`config.mk`:
```
export PLATFORM = sky130hd
export DESIGN_NAME = prio_arb_rr
export DESIGN_NICKNAME = d
export VERILOG_FILES = /design/src/rtl/prio_arb_rr.sv
export SDC_FILE = /design/constraint.sdc
export NUM_CORES = 1
export LEC_CHECK = 0
export CAP_MARGIN = 20
export CORE_ASPECT_RATIO = 1.4
export CORE_MARGIN = 5
export CORE_UTILIZATION = 43
export CTS_CLUSTER_DIAMETER = 30
export DETAILED_ROUTE_END_ITERATION = 6
export GPL_ROUTABILITY_DRIVEN = 0
export PLACE_DENSITY = 0.64
export SYNTH_ARGS = -nofsm -noshare
export SYNTH_HDL_FRONTEND = slang
export SYNTH_SLANG_ARGS = --single-unit
```
`constraint.sdc`:
```
create_clock -name clk -period 4 [get_ports clk]
set_input_delay 0.6 -clock clk [delete_from_list [all_inputs] [get_ports clk]]
set_output_delay 0.6 -clock clk [all_outputs]
set_load 0.005 [all_outputs]
```
`src/rtl/prio_arb_rr.sv`:
```
// Registered N-way request arbiter, fixed-priority or round-robin, valid/ack grant hold.
// Latency 1 cycle from req to gnt_valid; a grant is held until acked, and ack with a live request re-arbitrates without a bubble.
module prio_arb_rr #(
   parameter int N = 8,
   parameter int W = $clog2(N)
) (
   input  logic         clk,
   input  logic         rst_n,
   input  logic         en,
   input  logic         mode,
   input  logic [N-1:0] req,
   input  logic         gnt_ack,
   output logic         gnt_valid,
   output logic [W-1:0] gnt_idx,
   output logic [N-1:0] gnt_onehot,
   output logic         any_req
);

   typedef enum logic {IDLE, GRANT} state_t;

   state_t         state, state_nxt;
   logic [W-1:0]   last, last_nxt;
   logic [W-1:0]   idx_nxt;
   logic [N-1:0]   onehot_nxt;
   logic [W-1:0]   base;
   logic [W-1:0]   win;
   logic           found;
   logic           accept;
   logic           arb_ok;
   int             pos;

   assign any_req   = en & (|req);
   assign gnt_valid = (state == GRANT);
   assign accept    = gnt_valid & gnt_ack;
   assign arb_ok    = en & (|req);

   // An ack on this edge moves the round-robin pointer first, so a back-to-back
   // re-arbitration already searches below the grant being retired.
   assign base = accept ? gnt_idx : last;

   always_comb begin
      win   = '0;
      found = 1'b0;
      pos   = 0;
      if (!mode) begin
         for (int i = 0; i < N; i++) begin
            if (req[W'(i)]) win = W'(i);
         end
      end else begin
         for (int k = 1; k <= N; k++) begin
            pos = int'(base) - k;
            if (pos < 0) pos = pos + N;
            if (!found && req[W'(pos)]) begin
               win   = W'(pos);
               found = 1'b1;
            end
         end
      end
   end

   always_comb begin
      state_nxt  = state;
      idx_nxt    = gnt_idx;
      onehot_nxt = gnt_onehot;
      last_nxt   = last;
      if (accept) last_nxt = gnt_idx;
      case (state)
         IDLE: begin
            if (arb_ok) begin
               state_nxt  = GRANT;
               idx_nxt    = win;
               onehot_nxt = {{(N-1){1'b0}}, 1'b1} << win;
            end
         end
         GRANT: begin
            if (gnt_ack) begin
               if (arb_ok) begin
                  idx_nxt    = win;
                  onehot_nxt = {{(N-1){1'b0}}, 1'b1} << win;
               end else begin
                  state_nxt  = IDLE;
                  onehot_nxt = '0;
               end
            end
         end
         default: begin
            state_nxt  = IDLE;
            onehot_nxt = '0;
         end
      endcase
   end

   always_ff @(posedge clk or negedge rst_n) begin
      if (!rst_n) begin
         state      <= IDLE;
         gnt_idx    <= '0;
         gnt_onehot <= '0;
         last       <= '0;
      end else begin
         state      <= state_nxt;
         gnt_idx    <= idx_nxt;
         gnt_onehot <= onehot_nxt;
         last       <= last_nxt;
      end
   end

endmodule

```
Yosys cells after proc, flatten, opt, wreduce, memory -nomap -nowiden --
Cells that the tools add are included.
Storage, ports and cells: input port bits 13, bits in registers 15, word-level logic and storage cells 135
Operators by class: bitwise operators 3, shift-type cells 1, add/subtract/negate cells 16, reduce and logical (&&, ||, !) cells 16, multiplexer cells 77, equal/unequal tests 2, $lt $le $gt $ge 16
Operators by type and width (count):
- 3-bit 2-to-1 mux | 30
- 3-bit by 5-bit less-than comparator with 1-bit output (second input constant) | 8
- 1-bit 2-to-1 mux | 33
- 4-bit by 1-bit less-than comparator with 1-bit output (second input constant) | 7
- 3-bit by 1-bit adder with 3-bit output (second input constant) | 8
- 1-bit binary-select mux with 3-bit select | 8
- 8-bit 2-to-1 mux | 3
- 8-bit one-hot mux with 2 select lines | 1
- 3-bit by 3-bit subtractor with 4-bit output (second input constant) | 4
- 8-bit OR reduction | 1
- 1-bit by 3-bit << shifter with 8-bit output (first input constant) | 1
- 3-bit by 2-bit subtractor with 4-bit output (second input constant) | 2
- 1-bit logical AND | 7
- 1-bit zero test | 7
- 3-bit one-hot mux with 2 select lines | 1
- 5-bit by 1-bit less-than comparator with 1-bit output (second input constant) | 1
- 3-bit by 4-bit subtractor with 5-bit output (second input constant) | 1
- 2-bit != test (second input constant) | 2
- 3-bit by 1-bit subtractor with 4-bit output (second input constant) | 1
- 1-bit AND | 2
- 1-bit one-hot mux with 2 select lines | 1
- 2-bit AND reduction | 1
- 1-bit inverter | 1

Logic depth before layout (Yosys ltp) --
Gate-level depths: netlist of the first run.
depth after elaboration 43, gate-level depth with buffers 14, depth with buffers taken out 12

Worst setup path after synthesis of the first run --
No wires, ideal clock.
path type input-to-reg, start point input port gnt_ack, end point register gnt_onehot[1], slack 0.113 ns, path buffers 2, cell stages on the path 14, arrival time 3.765 ns, cell sequence buf_6 -> and3_1 -> nor2_2 -> clkinv_1 -> clkbuf_1 -> ha_1 -> inv_1 -> mux4_2 -> mux2i_2 -> mux2i_1 -> a221o_1 -> a221o_1 -> and3_4 -> a32o_1
On the way: cells in the longest elaborated chain, start to end 43, elaborated cells on any way between the ends 110, classes of those cells 16 x add/sub; 8 x order compare; 1 x eq/ne; 1 x shift; 68 x mux; 1 x bitwise; 15 x reduce/logical
RTL lines:
- from (decl) | line 12 | input logic gnt_ack,
- 1-bit AND | line 34 | assign accept = gnt_valid & gnt_ack;
- 3-bit 2-to-1 mux
- 3-bit by 1-bit subtractor with 4-bit output | line 51 | pos = int'(base) - k;
- 4-bit by 1-bit less-than comparator with 1-bit output or 3-bit by 1-bit adder with 3-bit output (tied branches) | line 52 | if (pos < 0) pos = pos + N;
- 3-bit 2-to-1 mux | line 52
- 3-bit 2-to-1 mux | line 45 | if (!mode) begin
- 1-bit binary-select mux with 3-bit select | line 53 | if (!found && req[W'(pos)]) begin
- 1-bit 2-to-1 mux (implied by the code) (2 in a row) | line 53
- [26 not listed]
- 1-bit zero test | line 53
- 1-bit logical AND | line 53
- 3-bit 2-to-1 mux | line 53
- 3-bit 2-to-1 mux | line 45
- 1-bit by 3-bit << shifter with 8-bit output | line 72, 79
- 8-bit 2-to-1 mux | line 77 | if (arb_ok) begin
- 8-bit 2-to-1 mux | line 76 | if (gnt_ack) begin
- 8-bit one-hot mux with 2 select lines | line 67 | case (state)
- to (signal assigned) | line 102 | gnt_onehot <= onehot_nxt;
- to (decl) | line 15 | output logic [N-1:0] gnt_onehot,
Parallel ways exist; a longest one is shown, timed or not. The select of a mux whose other input is x is not followed. A chain may end at the register's enable or synchronous reset.

Worst setup path in the final report of the first run --
start point input port gnt_ack, end point register gnt_onehot[5]
The elaborated chain is that of the path after synthesis.

==> impl_metrics.yaml, run 1 <==
run_status:
  status: "finished, final reports clean"
critical_path:
  startpoint_type: "input pin"
  cp.arrival_ns: 3.85
  cp.buffers_inverters: 2
  critical_path.top_delay_family: "compound AO/OA/AOI/OAI gates"
  crit_path_end_kind: "register"
  crit_chain: "clkdlybuf4s50_1 -> a21boi_2 -> buf_4 -> o21ai_0 -> nand4_1 -> nand4_1 -> nand3_1 -> a221o_1 -> a221o_1 -> and3_4 -> a32o_1"
  reg2reg_depth: 10
  cp.required_ns: 4.13
  critical_path.slowest_cell: "o21ai_0"
  r2r_setup_slack_ns: 0.63
  crit_type: "in2reg"
  slowest_delay_ns: 0.63
  critPathMaxFanout: 7
  reg2reg_to: "gnt_onehot[5]$_DFFE_PN0P_"
  regToRegStartpoint: "gnt_valid$_DFF_PN0_"
clock_tree:
  ctsResizeCount: 0
  cts.sinks: 15
  hold_buffers: 0
  cts_buffer_depth: 2
  clk_pin_slew_ns: 0.06
  cts-root-buf: "clkbuf_8"
  cts_tree: "yes"
  worstSkewPairLatency_ns: 0.25
  postCtsSetupBuffers: 0
  numCtsBuffers: 3
  ctsHtreeMaxLevel: 1
timing:
  hold_viol: 0
  tightest_slew_ns: 0.797
  setup_viol_count_final: 0
  fin_skew_ns: 0.00405
  fmax_mhz: 269
  tns_ns: 0
  fin_crit_ns: 3.72
  maxSlewHeadroom_pct: 46.3
  fin_crit_sh_pct: 93.0
  rsz0062_at_grt: "no"
  maxSlewViolCount: 0
global_route:
  grt_pass1_vias: 1803
  overflow: 0
  track_usage_pct: 22.8
  antenna_found_initial: 0
  grt_pass1_wl_um: 8720
  grt_max_degree: 17
route:
  post_drt_via_cell_ratio: 6.57
  ant_nets: 0
  wire_per_inst_um: 19.6
  drtIter0Drc: 214
  drc: 0
  routed_wl_um: 5410
  num_vias: 1812
  drt_first_pass_iters: 5
place:
  port_buffers: 25
  dp_hpwl_um: 4210
logic_synthesis:
  yosys_register_bits: 15
  ys_async_sr_fraction_pct: 100
  synth_edf_count: 0
  syn_inst: 199
  syn-cell-area_um2: 1590
  synth.distinct_cells: 55
  ys_warn_count: 0
  synth_fp_nets: 213
  yosysSeqAreaShare_pct: 23.6
  avgSynthCellArea_um2: 8.00
  synth_ff_type: "dfrtp_1"
floorplan:
  dieArea_um2: 5040
  io_pins: 26
  die-height_um: 82.0
  start_util_pct: 44.1
  die_x_um: 61.4
  core_um2: 3610
  num_rows: 26
min_path:
  min_path_type: "reg2reg"
  hold_end: "gnt_onehot[5]$_DFFE_PN0P_"
  holdPathStages: 1
  hp-start: "gnt_onehot[5]$_DFFE_PN0P_"
final_layout:
  antenna_cells: 0
  drive_gt1_share_pct: 13.2
  nNetsFinal: 249
  area_growth_pct: 25.1
  fin_util_pct: 55.2
flow_run:
  maxCapViolations: 0
power:
  powerDensity_nw_per_um2: 781
  ir_drop_v: 0.000376
  power_leakage_nw: 0.830
-- worst max path at each step --
stage                  from                        end  cells past startpoint
finish              gnt_ack  gnt_onehot[5]$_DFFE_PN0P_                     11
global route        gnt_ack  gnt_onehot[7]$_DFFE_PN0P_                     14
CTS                 gnt_ack  gnt_onehot[5]$_DFFE_PN0P_                     13
detailed placement  gnt_ack  gnt_onehot[7]$_DFFE_PN0P_                     14
global placement    gnt_ack  gnt_onehot[1]$_DFFE_PN0P_                     13
floorplan           gnt_ack  gnt_onehot[1]$_DFFE_PN0P_                     14
-- sequential cells by signal (all words and copies together) (netlist names) --
name        count
last            3
gnt_valid       1
gnt_idx         3
gnt_onehot      8
-- synthesized netlist by cell type (4+ instances only) --
cell	number	area share (%)
nor2_1	8	1.9
inv_1	6	1.4
nand2_1	18	4.2
and2_1	6	2.4
o211ai_1	4	1.9
and3_1	6	2.4
xnor2_1	4	2.2
clkbuf_1	4	0.94
o21ai_0	16	5.0
nor3_1	6	1.9
nand4_1	12	4.7
a32o_1	8	5.0
a211oi_1	4	1.9
dfrtp_1	15	24
nand3_1	24	7.5
-- layout make-up --
cell class                 count  area, µm²
sequential                    15        375
multi-input combinational    167       1130
timing repair buffer          39        355
clock buffer                   3       41.3
clock inverter                 1       5.00
fill                         345       1620
tap                           42       52.6
inverter                       9       33.8
-- metal layers --
layer / GRT usage, % / wire length, µm
met5: 0 / 0
met4: 8.28 / 118
met3: 1.73 / 259
met2: 42.7 / 2890
met1: 26.1 / 2140
-- layout by cell type, fill, tap and decap left out, types with 4 or more instances in the layout --
master and instances:
and3_1 6, dfrtp_1 15, and2_1 6, nand2_1 18, nor3_1 6, buf_4 14, o211ai_1 4, o21ai_0 16
nand4_1 12, nand3_1 24, inv_1 6, a211oi_1 4, nor2_1 8, xnor2_1 4, clkdlybuf4s50_1 25, a32o_1 8
-- power by group --
| part | leakage (nW) | switching, mW | internal [mW] |
|---|---|---|---|
| Clock | 0.0255 | 0.0515 | 0.0689 |
| Sequential | 0.195 | 0.0395 | 0.202 |
| Combinational | 0.610 | 0.673 | 0.521 |
| Total | 0.830 | 0.764 | 0.792 |
-- logic make-up after synthesis --
logic type	count (synthesis)	share of synthesized area [%]
muxes	7	6.36
buffers and inverters	17	5.50
and+or+nand+nor	92	31.7
DFF	15	23.6
adders and majority gates	1	0.785
xor gates and xnor gates	6	3.30
AOI/OAI and AO/OA	61	28.8
-- through the flow --
step	area, µm²	power, mW	hold WS [ns]	cells	setup slack [ns]
after floorplan	1590	1.02	0.304	199	0.113
after global placement	1950	1.39	0.479	272	0.112
after detailed placement	1950	1.41	0.485	272	0.0731
after CTS	1990	1.54	0.502	276	0.315
after global routing	1990	1.67	0.523	276	0.00332
final	1990	1.56	0.497	276	0.281
No activity file was read; power rests on OpenSTA's default activity.
==> run 2, diff against run 1 <==
==> constraint.sdc (replaced) <==
create_clock -name clk -period 4 [get_ports clk]
set_input_delay 1 -clock clk [delete_from_list [all_inputs] [get_ports clk]]
set_output_delay 1 -clock clk [all_outputs]
set_load 0.005 [all_outputs]
==> run 2 against run 1 <==
Against the previous run:
- critical path depth down 6
- sequential cell count unchanged
- largest power group unchanged
- largest cell class unchanged
- critical endpoint is now any_req
- die area unchanged
- critical path type is now in2out
- sequential share of layout area down 2.1 points
==> impl_metrics.yaml, run 2 (synthesized netlist as in run 1, its figures left out) <==
run_status:
  status: "finished, final reports clean"
route:
  met3_length_um: 439
  drc: 0
  top_layer: "met4"
  drtIter0Drc: 233
  wl_met2_um: 3010
  routed_wl_um: 5840
  post_drt_via_cell_ratio: 6.59
  num_vias: 1991
  wire_per_inst_um: 19.3
  ant_nets: 0
  drt_first_pass_iters: 5
  wl_met1_um: 2080
global_route:
  grt_pass1_wl_um: 9660
  antenna_found_initial: 0
  track_usage_pct: 25.6
  grt_max_degree: 17
  overflow: 0
  grt_pass1_vias: 1933
timing:
  tns_ns: 0
  rsz0062_at_grt: "no"
  fmax_mhz: 259
  hold_viol: 0
  hold_ws_ns: 0.503
  maxSlewViolCount: 0
  fin_crit_ns: 3.86
  fin_crit_sh_pct: 96.5
  fin_skew_ns: 0.00193
  setup_viol_count_final: 0
  tightest_slew_ns: 0.668
  maxSlewHeadroom_pct: 55.3
power:
  p_int_mw: 0.924
  power_mw: 1.76
  powerDensity_nw_per_um2: 785
  clockPowerShare_pct: 6.9
  power_frac_comb_pct: 79.2
  seqPwrFrac_pct: 13.9
  power_leakage_nw: 0.978
  swShare_pct: 47.5
  ir_drop_v: 0.000446
  switching_power_mw: 0.837
clock_tree:
  numCtsBuffers: 3
  hold_buffers: 0
  worstSkewPairLatency_ns: 0.25
  cts_tree: "yes"
  cts-root-buf: "clkbuf_8"
  ctsHtreeMaxLevel: 1
  clk_pin_slew_ns: 0.06
  cts_buffer_depth: 2
  cts.sinks: 15
  postCtsSetupBuffers: 0
floorplan:
  die-height_um: 82.0
  num_rows: 26
  start_util_pct: 44.1
  io_pins: 26
  die_x_um: 61.4
  dieArea_um2: 5040
  core_um2: 3610
final_layout:
  fill_cells: 306
  layout_commonest_cell: "buf_4"
  largest_reg_flops: 8
  top_register: "gnt_onehot"
  antenna_cells: 0
  drive_gt1_share_pct: 25.4
  area_growth_pct: 40.8
  final_cell_mix: "40 x buf_4, 24 x nand3_1, 24 x clkdlybuf4s50_1"
  fin_util_pct: 62.1
  final_cell_area_um2: 2240
  nNetsFinal: 275
  largestRegisters: "gnt_onehot x8, gnt_idx x3, last x3"
place:
  port_buffers: 25
  dpl-instance-area_um2: 2160
  dp_hpwl_um: 4580
critical_path:
  slowest_delay_ns: 0.53
  critPathMaxFanout: 4
  startpoint_type: "input pin"
  critical_path.slowest_cell: "or4_1"
  cp.arrival_ns: 2.86
  startpoint: "req[0]"
  cp.buffers_inverters: 3
  crit_chain: "clkdlybuf4s50_1 -> or4_1 -> o21ai_0 -> inv_1 -> clkdlybuf4s50_1"
  critical_path.top_delay_family: "buffers and inverters"
  crit_type: "in2out"
  regToRegStartpoint: "gnt_valid$_DFF_PN0_"
  cp.required_ns: 3.00
  crit_path_end_kind: "output pin"
  crit_top_cell: "clkdlybuf4s50_1"
flow_run:
  maxCapViolations: 0
min_path:
  min_path_type: "reg2reg"
  hp-start: "gnt_onehot[0]$_DFFE_PN0P_"
run 2: cell type report:
cell class              instances  area [µm²]  share of cell area, %
clock buffers                   3        41.3                   1.84
well taps                      42        52.6                   2.34
multi-input cells             167        1180                   52.5
flip-flops and latches         15         375                   16.7
inverters                       9        38.8                   1.73
clock inverters                 1        5.00                  0.223
repair buffers                 65         553                   24.7
run 2: worst reg2reg max path: stages, from the launching register on:
cell and delay, ns:
dfrtp_1 0.53, and3_4 0.27, nor2_4 0.11, clkinv_4 0.06
ha_1 0.31, inv_1 0.11, mux4_2 0.34, mux2i_2 0.21
mux2i_1 0.10, a221o_1 0.32, a221o_1 0.37, and3_4 0.22
a32o_1 0.25
run 2: per-layer routing:
metal	vias to the layer above	global-route usage, %
met4	0	15.3
met3	31	2.36
met5	-	0
met1	930	29.5
met2	127	44.5
li1	903	-
run 2: worst paths after layout:
kind                                        endpoint  slack (ns)  cells past startpoint
max                                          any_req        0.14                      5
min                        gnt_onehot[0]$_DFFE_PN0P_        0.50                      1
max reg2reg                gnt_onehot[1]$_DFFE_PN0P_        0.68                     12
min reg2reg                gnt_onehot[0]$_DFFE_PN0P_        0.50                      1
max in group asynchronous        gnt_valid$_DFF_PN0_        2.42                      1
min in group asynchronous  gnt_onehot[3]$_DFFE_PN0P_        1.16                      1
run 2: power groups by stage:
stage | registers (mW) | logic, mW | clock network, mW
after detailed placement | 0.245 | 1.32 | 0
after global placement | 0.244 | 1.30 | 0
final | 0.244 | 1.39 | 0.122
after CTS | 0.244 | 1.34 | 0.125
after floorplan | 0.239 | 0.795 | 0
after global routing | 0.252 | 1.50 | 0.132
run 2: metrics by stage:
| stage | setup slack [ns] | std cells |
|---|---|---|
| after global routing | 0.0509 | 302 |
| after detailed placement | -0.348 | 298 |
| after CTS | 0.000885 | 302 |
| after global placement | -0.227 | 298 |
| after floorplan | 0.00927 | 199 |
| final | 0.139 | 302 |
run 2: what timing repair did:
| action | 4_1_cts | 5_1_grt |
|---|---|---|
| setup endpoints to repair | 8 | 11 |
| gates resized for setup | 3 | 8 |
| pin swaps | 0 | 1 |
